===== src/rtl/uart_pkg.sv =====
// Shared types and constants for the two-requester UART transmit arbiter.
// Grant encoding is one-hot per requester; GRANT_NONE marks an unowned link.
package uart_pkg;

    localparam int DEF_DATA_W     = 8;
    localparam int DEF_START_WAIT = 8;

    typedef enum logic [2:0] {
        S_IDLE,
        S_START,
        S_WAIT_BUSY,
        S_WAIT_DONE,
        S_LOCKED
    } arb_state_t;

    localparam logic [1:0] GRANT_NONE = 2'b00;
    localparam logic [1:0] GRANT_REQ0 = 2'b01;
    localparam logic [1:0] GRANT_REQ1 = 2'b10;

    function automatic logic [1:0] owner_onehot(input logic idx);
        return idx ? GRANT_REQ1 : GRANT_REQ0;
    endfunction

endpackage


===== src/rtl/uart_rr_pick.sv =====
// Round-robin pointer and one-hot pick between two requesters.
// The pointer moves to the other requester whenever the current owner ends its frame.
module uart_rr_pick
    import uart_pkg::*;
(
    input  logic       i_clk,
    input  logic       i_rst,
    input  logic [1:0] i_valid,
    input  logic       i_release,
    input  logic       i_owner,
    output logic [1:0] o_pick
);

    logic r_ptr;
    logic w_other;

    assign w_other = ~r_ptr;

    always_ff @(posedge i_clk) begin
        if (i_rst) begin
            r_ptr <= 1'b0;
        end else if (i_release) begin
            r_ptr <= ~i_owner;
        end
    end

    // Pointer holder wins a tie; a lone requester is served regardless of pointer.
    always_comb begin
        o_pick = GRANT_NONE;
        if (i_valid[r_ptr]) begin
            o_pick = owner_onehot(r_ptr);
        end else if (i_valid[w_other]) begin
            o_pick = owner_onehot(w_other);
        end
    end

endmodule


===== src/rtl/uart_tx_arbiter.sv =====
// Arbitrates two byte-stream requesters onto one UART transmitter, holding the
// link for a requester until its frame's last byte has been transmitted.
module uart_tx_arbiter
    import uart_pkg::*;
#(
    parameter int START_WAIT = DEF_START_WAIT,
    parameter int DATA_W     = DEF_DATA_W
) (
    input  logic              clk,
    input  logic              rst,
    input  logic              req0_valid,
    input  logic [DATA_W-1:0] req0_data,
    input  logic              req0_last,
    output logic              req0_ready,
    input  logic              req1_valid,
    input  logic [DATA_W-1:0] req1_data,
    input  logic              req1_last,
    output logic              req1_ready,
    output logic              tx_start,
    output logic [DATA_W-1:0] tx_data,
    input  logic              tx_busy,
    output logic [1:0]        grant,
    output logic              err_timeout,
    output logic [15:0]       byte_count
);

    localparam int CNT_W = (START_WAIT < 2) ? 1 : $clog2(START_WAIT + 1);

    arb_state_t        r_state;
    logic              r_owner;
    logic              r_last;
    logic [1:0]        r_grant;
    logic              r_tx_start;
    logic [DATA_W-1:0] r_tx_data;
    logic              r_err;
    logic [15:0]       r_byte_count;
    logic [CNT_W-1:0]  r_wait_cnt;

    logic [1:0]        w_pick;
    logic              w_owner_valid;
    logic              w_accept_idle;
    logic              w_accept_lock;
    logic              w_accept;
    logic              w_sel;
    logic [DATA_W-1:0] w_sel_data;
    logic              w_sel_last;
    logic              w_timeout;
    logic              w_byte_done;
    logic              w_release;

    uart_rr_pick u_pick (
        .i_clk     (clk),
        .i_rst     (rst),
        .i_valid   ({req1_valid, req0_valid}),
        .i_release (w_release),
        .i_owner   (r_owner),
        .o_pick    (w_pick)
    );

    // Accepting only while the transmitter is idle keeps tx_start away from tx_busy.
    assign w_owner_valid = r_owner ? req1_valid : req0_valid;
    assign w_accept_idle = !rst && !tx_busy && (r_state == S_IDLE) && (w_pick != GRANT_NONE);
    assign w_accept_lock = !rst && !tx_busy && (r_state == S_LOCKED) && w_owner_valid;
    assign w_accept      = w_accept_idle || w_accept_lock;
    assign w_sel         = (r_state == S_LOCKED) ? r_owner : w_pick[1];
    assign w_sel_data    = w_sel ? req1_data : req0_data;
    assign w_sel_last    = w_sel ? req1_last : req0_last;

    assign req0_ready = w_accept && !w_sel;
    assign req1_ready = w_accept && w_sel;

    // The wait counter already holds 1 in the first WAIT_BUSY cycle after tx_start.
    assign w_timeout   = (r_wait_cnt >= CNT_W'(START_WAIT - 1));
    assign w_byte_done = !tx_busy &&
                         ((r_state == S_WAIT_DONE) || ((r_state == S_WAIT_BUSY) && w_timeout));
    assign w_release   = w_byte_done && r_last;

    always_ff @(posedge clk) begin
        if (rst) begin
            r_state      <= S_IDLE;
            r_owner      <= 1'b0;
            r_last       <= 1'b0;
            r_grant      <= GRANT_NONE;
            r_tx_start   <= 1'b0;
            r_tx_data    <= '0;
            r_err        <= 1'b0;
            r_byte_count <= '0;
            r_wait_cnt   <= '0;
        end else begin
            r_tx_start <= 1'b0;
            case (r_state)
                S_IDLE, S_LOCKED: begin
                    if (w_accept) begin
                        r_tx_data  <= w_sel_data;
                        r_last     <= w_sel_last;
                        r_owner    <= w_sel;
                        r_grant    <= owner_onehot(w_sel);
                        r_tx_start <= 1'b1;
                        r_state    <= S_START;
                    end
                end
                S_START: begin
                    r_byte_count <= r_byte_count + 16'd1;
                    r_wait_cnt   <= CNT_W'(1);
                    r_state      <= S_WAIT_BUSY;
                end
                S_WAIT_BUSY: begin
                    if (tx_busy) begin
                        r_state <= S_WAIT_DONE;
                    end else if (w_timeout) begin
                        r_err <= 1'b1;
                    end else begin
                        r_wait_cnt <= r_wait_cnt + CNT_W'(1);
                    end
                end
                S_WAIT_DONE: begin
                end
                default: begin
                    r_state <= S_IDLE;
                end
            endcase

            // A timed-out byte finishes exactly like a transmitted one.
            if (w_byte_done) begin
                r_wait_cnt <= '0;
                if (r_last) begin
                    r_grant <= GRANT_NONE;
                    r_state <= S_IDLE;
                end else begin
                    r_state <= S_LOCKED;
                end
            end
        end
    end

    assign tx_start    = r_tx_start;
    assign tx_data     = r_tx_data;
    assign grant       = r_grant;
    assign err_timeout = r_err;
    assign byte_count  = r_byte_count;

endmodule


===== config.mk =====
export PLATFORM = sky130hd
export DESIGN_NAME = uart_tx_arbiter
export DESIGN_NICKNAME = d
export VERILOG_FILES = /design/src/rtl/uart_pkg.sv /design/src/rtl/uart_rr_pick.sv /design/src/rtl/uart_tx_arbiter.sv
export SDC_FILE = /design/constraint.sdc
export NUM_CORES = 1
export LEC_CHECK = 0
export CORE_ASPECT_RATIO = 0.8
export CORE_MARGIN = 2
export CORE_UTILIZATION = 50
export DETAILED_ROUTE_END_ITERATION = 16
export GPL_ROUTABILITY_DRIVEN = 0
export PLACE_DENSITY_LB_ADDON = 0.15
export SYNTH_ARGS = -nofsm -noshare
export SYNTH_HDL_FRONTEND = slang
export SYNTH_HIERARCHICAL = 1
export SYNTH_SLANG_ARGS = --single-unit

===== constraint.sdc =====
create_clock -name clk -period 3.7 [get_ports clk]
set_input_delay 0.74 -clock clk [delete_from_list [all_inputs] [get_ports clk]]
set_output_delay 0.74 -clock clk [all_outputs]
set_load 0.02 [all_outputs]

==> metrics.md, run 1 <==
| Metric | Value |
|---|---|
| Result of the run | finished clean |
| Number of sinks handled by clock tree synthesis | 38 |
| Fraction of layout instances using a drive strength above 1 | 13.9% |
| Initial antenna violation count | 0 |
| Slew @ Worst Pin | 0.390 ns |
| Count of mapped cells out of synthesis | 222 |
| WL final | 4140 µm |
| Required time at the endpoint of the critical path | 2.96 ns |
| Total Negative Setup Slacks | 0 ns |
| CP max FO | 5 |
| Antenna diode instance count | 0 |
| Final Hold Slack | 0.478 ns |
| Net count after synthesis | 247 |
| Worst VDD drop | 0.264 mV |
| Buffer depth of the longest clock path | 2 |
| F_max | 288 MHz |
| Worst Clk Skew | 0.00654 ns |
| Die X-Extent | 74.2 µm |
| Pin count of the biggest net entering global routing | 34 |
| Number of unique standard cell types used by synthesis | 41 |
| Category of the most critical setup path | primary input to primary output |
| Final routed wire length divided by cell count | 12.6 µm |
| DIE HEIGHT | 60.2 µm |
| Top-Level Pins | 53 |
| First-pass detailed-route iteration total | 5 |
| Prevailing post-synth register cell | sky130_fd_sc_hd__dfxtp_1 |
| NumNets Final | 299 |
| Post-CTS Resized | 0 |
| Pleak | 0.881 nW |
| Overall Global Routing Usage | 19.5% |
| Number of filler cells placed in the layout | 316 |
| Internal reg-to-reg setup slack | 1.76 ns |
| Number of global-route vias before repair | 1491 |
| Core Region | 3780 µm² |
| Via count normalized by instance count | 5.23 |
| Cell Area, Synth | 1970 µm² |
| Buf+Inv Stages, Crit Path | 2 |
| TritonCTS clock tree | done |
| Antenna Nets Post-Route | 0 |
| Number of enable flip-flop cells after synthesis | 0 |
| Worst min-delay path class | register to register |
| Number of post-CTS setup repair buffers | 0 |
| Relative slew slack | 73.8% |
| Final setup violation count | 0 |
| Gate power share | 15.6% |
| Number of synthesized register bits | 38 |
| Number of failing hold endpoints at the final stage | 0 |
| Post-synthesis to final-layout area growth | 33.3% |
| Worst flop-to-flop path startpoint | r_state[0] |
| Max-Cap Viols | 0 |
| Clock tree root driver cell | sky130_fd_sc_hd__clkbuf_8 |
| End point of the most critical hold path | err_timeout |
| Largest area contributor in the synthesized netlist | sky130_fd_sc_hd__dfxtp_1 |
| Proportion of synthesized flip-flops having asynchronous set or reset | 0% |
| Critical Path Start Type | primary input |
| First-pass GRT wire length | 6730 µm |
| Clock buffers created by TritonCTS | 5 |
| Most repeated cell in the gate-level netlist after synthesis | sky130_fd_sc_hd__dfxtp_1 |
| H-tree lvl count | 2 |
| Sw Ratio | 24.2% |
| Worst path depth | 5 |
| Residual DRC count | 0 |
| Effective utilization at floorplan | 52.2% |
| CTS Hold Buffers Added | 0 |
| Clock network fraction of design power | 32.9% |
| Share of synthesized area occupied by flip-flops and latches | 38.6% |
| Min Clock Period, post-route | 3.47 ns |
| Dominant delay contributor by cell family on the critical path | buffers and inverters |
| Type of element capturing the critical path | primary output |
| Finished Cell Area | 2630 µm² |
| GRT overflow | 0 |
| Endpoint of the worst-slack reg-to-reg timing path | r_state[2] |
| Site Rows | 20 |
| Detailed router's first-iteration violation count | 100 |
| Port Buf Inserts | 52 |
| Per-instance average area after synthesis | 8.88 µm² |
| Fraction of the core area covered by cells at the end of the flow | 69.5% |
| Top-area cell type share of the netlist area | 38.6% |
| Clock edge transition at the registers on the reported setup and hold paths | 0.06 ns |
| Clock latency reported for the late side of the worst-skew pair | 0.28 ns |
| Internal power | 0.634 mW |
| Cell breakdown of the critical path | clkdlybuf4s50_1 > or4_4 > a211oi_4 > and2_1 > clkdlybuf4s50_1 |
| Slowest stage cell on the critical path | sky130_fd_sc_hd__clkdlybuf4s50_1 |
| Sequential cell area | 761 µm² |
| Hold depth | 2 |
| Switching component of the power | 0.202 mW |
| Beginning of the worst hold path | err_timeout |
| Largest cells by area after synthesis | sky130_fd_sc_hd__dfxtp_1 (39%), sky130_fd_sc_hd__mux2i_1 (6.6%), sky130_fd_sc_hd__nor2_1 (6.3%) |
| Number of vias after detailed routing | 1716 |
| Cells on worst reg2reg path | 5 |
| CP most frequent cell | sky130_fd_sc_hd__clkdlybuf4s50_1 |
| Die Area | 4460 µm² |
| Pwr/cell area | 318 nW/µm² |
| Arrival time reported for the critical path endpoint | 2.73 ns |
| Leading post-synthesis cells by instance count | sky130_fd_sc_hd__dfxtp_1 (38), sky130_fd_sc_hd__nor2_1 (33), sky130_fd_sc_hd__nand2_1 (15), sky130_fd_sc_hd__mux2i_1 (13), sky130_fd_sc_hd__o21ai_0 (12) |
| Share of the clock period used by the worst path after layout | 93.8% |
| RSZ-0062 raised after global routing | false |
| Fraction of power consumed by sequential logic | 51.5% |
| DP Wirelength | 2930 µm |
| Combined area of the multi-input logic cells | 1140 µm² |
| Total count of max-transition violations in the final report | 0 |
| Total number of yosys warnings | 6 |
| Worst path max stage delay | 0.60 ns |
| Area after detailed placement | 2540 µm² |
[stage by stage]
step                power, mW  instances  setup slack [ns]
finish                  0.836        328             0.230
global route            0.873        328             0.146
CTS                     0.845        328             0.224
detailed placement      0.571        322             0.236
global placement        0.569        322             0.247
floorplan               0.514        222             0.876
[state kept, by name (all words and copies together), names as in the netlist]
name	cells
byte_count	16
err_timeout	1
grant	2
r_last	1
r_owner	1
r_state	3
r_wait_cnt	4
tx_data	8
tx_start	1
u_pick/r_ptr	1
[power groups by stage]
stage	logic [mW]	clock network [mW]	registers [mW]
2_1_floorplan	0.0657	0	0.448
3_3_place_gp	0.129	0	0.440
3_5_place_dp	0.131	0	0.440
5_1_grt	0.141	0.299	0.433
4_1_cts	0.131	0.283	0.431
6_report	0.130	0.275	0.431
[cells in the final DEF (no fill, tap or decap), drive strengths merged, types with 4 or more instances in the layout]
| cell | netlist | routed |
|---|---|---|
| nand2 | 15 | 15 |
| a211oi | 14 | 14 |
| mux2i | 13 | 13 |
| nor2b | 4 | 4 |
| nor2 | 33 | 33 |
| nor3 | 10 | 10 |
| nand3 | 4 | 4 |
| clkdlybuf4s50 | 0 | 52 |
| dfxtp | 38 | 38 |
| mux2 | 11 | 11 |
| a21oi | 7 | 7 |
| xor2 | 7 | 7 |
| clkbuf | 4 | 6 |
| nand4 | 7 | 7 |
| o21ai | 12 | 12 |
| buf | 9 | 6 |
[per-layer routing]
metal	wire length [µm]	part of all wire [%]	global-route usage, %	vias to the layer above
li1	-	-	-	892
met1	2130	51	27.6	791
met2	1820	44	29.1	28
met3	153	3.7	4.55	5
met4	38	0.92	6.49	0
met5	0	0	0	-
[worst reg2reg max path, stage by stage (launching register included)]
cell	delay, ns
sky130_fd_sc_hd__dfxtp_1	0.38
sky130_fd_sc_hd__or4_4	0.59
sky130_fd_sc_hd__a211oi_4	0.26
sky130_fd_sc_hd__buf_4	0.32
sky130_fd_sc_hd__nor2b_1	0.09
sky130_fd_sc_hd__o21ba_2	0.19
[area by class of cell]
| cell class | count | area share, % |
|---|---|---|
| multi-input cells | 168 | 43.3 |
| flip-flops and latches | 38 | 29.0 |
| clock buffers | 6 | 3.14 |
| well taps | 55 | 2.62 |
| repair buffers | 58 | 21.5 |
| inverters | 3 | 0.429 |
[worst max-delay path by stage]
stage	to	start	slack, ns
6_report	req0_ready	tx_busy	0.23
3_5_place_dp	req0_ready	tx_busy	0.24
4_1_cts	req0_ready	tx_busy	0.22
2_1_floorplan	req1_ready	rst	0.88
3_3_place_gp	req0_ready	rst	0.25
5_1_grt	req0_ready	tx_busy	0.15
[cells by family (layout without fill, tap and decap cells)]
kind of cell / after synthesis / after routing / share of synthesized area [%]
and+or+nand+nor: 92 / 92 / 23.2
AOI/OAI and AO/OA: 40 / 40 / 15.7
DFF: 38 / 38 / 38.6
muxes: 24 / 24 / 12.9
buffers and inverters: 16 / 67 / 3.87
xor gates and xnor gates: 10 / 10 / 4.44
adders and majority gates: 2 / 2 / 1.27
(Power assumes the default switching activity.)
==> run 2: changes to the inputs <==
--- a/config.mk
+++ b/config.mk
@@ -11,6 +11,7 @@
 export DETAILED_ROUTE_END_ITERATION = 16
 export GPL_ROUTABILITY_DRIVEN = 0
 export PLACE_DENSITY_LB_ADDON = 0.15
+export SKIP_LAST_GASP = 1
 export SYNTH_ARGS = -nofsm -noshare
 export SYNTH_HDL_FRONTEND = slang
 export SYNTH_HIERARCHICAL = 1
==> results of run 2 <==
The final DEF is identical to that of run 1; final timing and power are the same.
==> run 3: changes to the inputs <==
--- a/config.mk
+++ b/config.mk
@@ -6,7 +6,7 @@
 export NUM_CORES = 1
 export LEC_CHECK = 0
 export CORE_ASPECT_RATIO = 0.8
-export CORE_MARGIN = 2
+export CORE_MARGIN = 10
 export CORE_UTILIZATION = 50
 export DETAILED_ROUTE_END_ITERATION = 16
 export GPL_ROUTABILITY_DRIVEN = 0
==> metrics.md, run 3 (synthesis results as in run 1) <==
| Metric | Value |
|---|---|
| Internal reg-to-reg setup slack | 1.72 ns |
| TritonCTS clock tree | done |
| Finished Cell Area | 2690 µm² |
| Relative slew slack | 74.1% |
| Top-Level Pins | 53 |
| Endpoint of the worst-slack reg-to-reg timing path | tx_data[5] |
| Worst VDD drop | 0.217 mV |
| Antenna diode instance count | 0 |
| Number of post-CTS setup repair buffers | 0 |
| Number of filler cells placed in the layout | 318 |
| Buffer depth of the longest clock path | 2 |
| Beginning of the worst hold path | err_timeout |
| Slowest stage cell on the critical path | sky130_fd_sc_hd__clkdlybuf4s50_1 |
| Type of element capturing the critical path | primary output |
| Site Rows | 20 |
| First-pass GRT wire length | 7890 µm |
| GRT overflow | 0 |
| Cells on worst reg2reg path | 5 |
| Result of the run | finished clean |
| Worst path max stage delay | 0.61 ns |
| Post-CTS Resized | 0 |
| Post-synthesis to final-layout area growth | 36.4% |
| Antenna Nets Post-Route | 0 |
| Slew @ Worst Pin | 0.388 ns |
| Number of sinks handled by clock tree synthesis | 38 |
| Required time at the endpoint of the critical path | 2.96 ns |
| RSZ-0062 raised after global routing | false |
| CTS Hold Buffers Added | 0 |
| Min Clock Period, post-route | 3.46 ns |
| Leading cell type in the layout, fill and taps excluded | sky130_fd_sc_hd__clkdlybuf4s50_1 |
| Dominant delay contributor by cell family on the critical path | buffers and inverters |
| Detailed router's first-iteration violation count | 87 |
| Highest signal layer in the routed design | met4 |
| WL final | 4460 µm |
| Number of failing hold endpoints at the final stage | 0 |
| Initial antenna violation count | 0 |
| Number of global-route vias before repair | 1627 |
| Clock latency reported for the late side of the worst-skew pair | 0.28 ns |
| Core Region | 3800 µm² |
| Met3 Routed Length | 189 µm |
| Total Negative Setup Slacks | 0 ns |
| Clock buffers created by TritonCTS | 5 |
| Fraction of layout instances using a drive strength above 1 | 14.5% |
| Arrival time reported for the critical path endpoint | 2.72 ns |
| Effective utilization at floorplan | 51.8% |
| Hold depth | 2 |
| Routed length on met1 | 2160 µm |
| Residual DRC count | 0 |
| Category of the most critical setup path | primary input to primary output |
| Clock tree root driver cell | sky130_fd_sc_hd__clkbuf_8 |
| Die X-Extent | 90.2 µm |
| Port Buf Inserts | 52 |
| Buf+Inv Stages, Crit Path | 2 |
| Pleak | 0.909 nW |
| CP max FO | 5 |
| Critical Path Start Type | primary input |
| First-pass detailed-route iteration total | 4 |
| Detailed-routed wire length on met2 | 2090 µm |
| Final routed wire length divided by cell count | 13.5 µm |
| Number of vias after detailed routing | 1683 |
| Die Area | 6870 µm² |
| Via count normalized by instance count | 5.10 |
| H-tree lvl count | 2 |
| Overall Global Routing Usage | 13.4% |
| Pin count of the biggest net entering global routing | 34 |
| Final Hold Slack | 0.480 ns |
| F_max | 289 MHz |
| Number of flip-flops under the largest register name | 16 |
| Area after detailed placement | 2540 µm² |
| Share of the clock period used by the worst path after layout | 93.4% |
| Max-Cap Viols | 0 |
| Worst Clk Skew | 0.00923 ns |
| Clock edge transition at the registers on the reported setup and hold paths | 0.07 ns |
| NumNets Final | 299 |
| Most frequent cells in the layout | sky130_fd_sc_hd__clkdlybuf4s50_1 (52), sky130_fd_sc_hd__dfxtp_1 (38), sky130_fd_sc_hd__nor2_1 (33) |
| End point of the most critical hold path | err_timeout |
| Combined area of the multi-input logic cells | 1140 µm² |
| Final setup violation count | 0 |
| Cell breakdown of the critical path | clkdlybuf4s50_1 > or4_4 > a211oi_4 > and2_1 > clkdlybuf4s50_1 |
| Sequential cell area | 761 µm² |
| DP Wirelength | 3220 µm |
| CP most frequent cell | sky130_fd_sc_hd__clkdlybuf4s50_1 |
| Worst flop-to-flop path startpoint | r_state[0] |
| DIE HEIGHT | 76.2 µm |
| Worst min-delay path class | register to register |
| Pwr/cell area | 369 nW/µm² |
| Total count of max-transition violations in the final report | 0 |
-- run 3: layout make-up --
| cell class | instances | area share (%) |
|---|---|---|
| Multi-Input combinational cell | 168 | 42.4 |
| Timing Repair Buffer | 58 | 21.0 |
| Inverter | 3 | 0.419 |
| Clock inverter | 2 | 2.23 |
| Sequential cell | 38 | 28.3 |
| Clock buffer | 6 | 3.07 |
| Tap cell | 55 | 2.56 |
-- run 3: worst max path at each step --
stage	start	endpoint	cells after the start
floorplan	rst	req1_ready	4
global placement	tx_busy	req0_ready	5
detailed placement	rst	req0_ready	5
CTS	tx_busy	req0_ready	5
global route	tx_busy	req0_ready	5
finish	tx_busy	req0_ready	5
-- run 3: metal layers --
layer	vias up	track usage [%]
li1	889	-
met1	765	17.7
met2	27	20.6
met3	2	4.33
met4	0	3.02
met5	-	0
-- run 3: where the power goes --
group	internal, mW	switching (mW)	total [mW]
clock network	0.288	0.144	0.432
registers	0.421	0.00926	0.430
logic	0.0690	0.0623	0.131
-- run 3: tightest hold or removal path: stages, from the launching register on --
cell and delay (ns):
sky130_fd_sc_hd__dfxtp_1 0.33, sky130_fd_sc_hd__nor2_1 0.05, sky130_fd_sc_hd__nor2_1 0.07
-- run 3: through the flow --
stage | total power [mW] | setup slack (ns) | std cells | util, %
final | 0.993 | 0.244 | 330 | 70.7
after global routing | 1.04 | 0.150 | 330 | 70.7
after CTS | 1.00 | 0.235 | 330 | 70.7
after detailed placement | 0.571 | 0.251 | 322 | 66.9
after global placement | 0.569 | 0.233 | 322 | 66.9
after floorplan | 0.514 | 0.876 | 222 | -
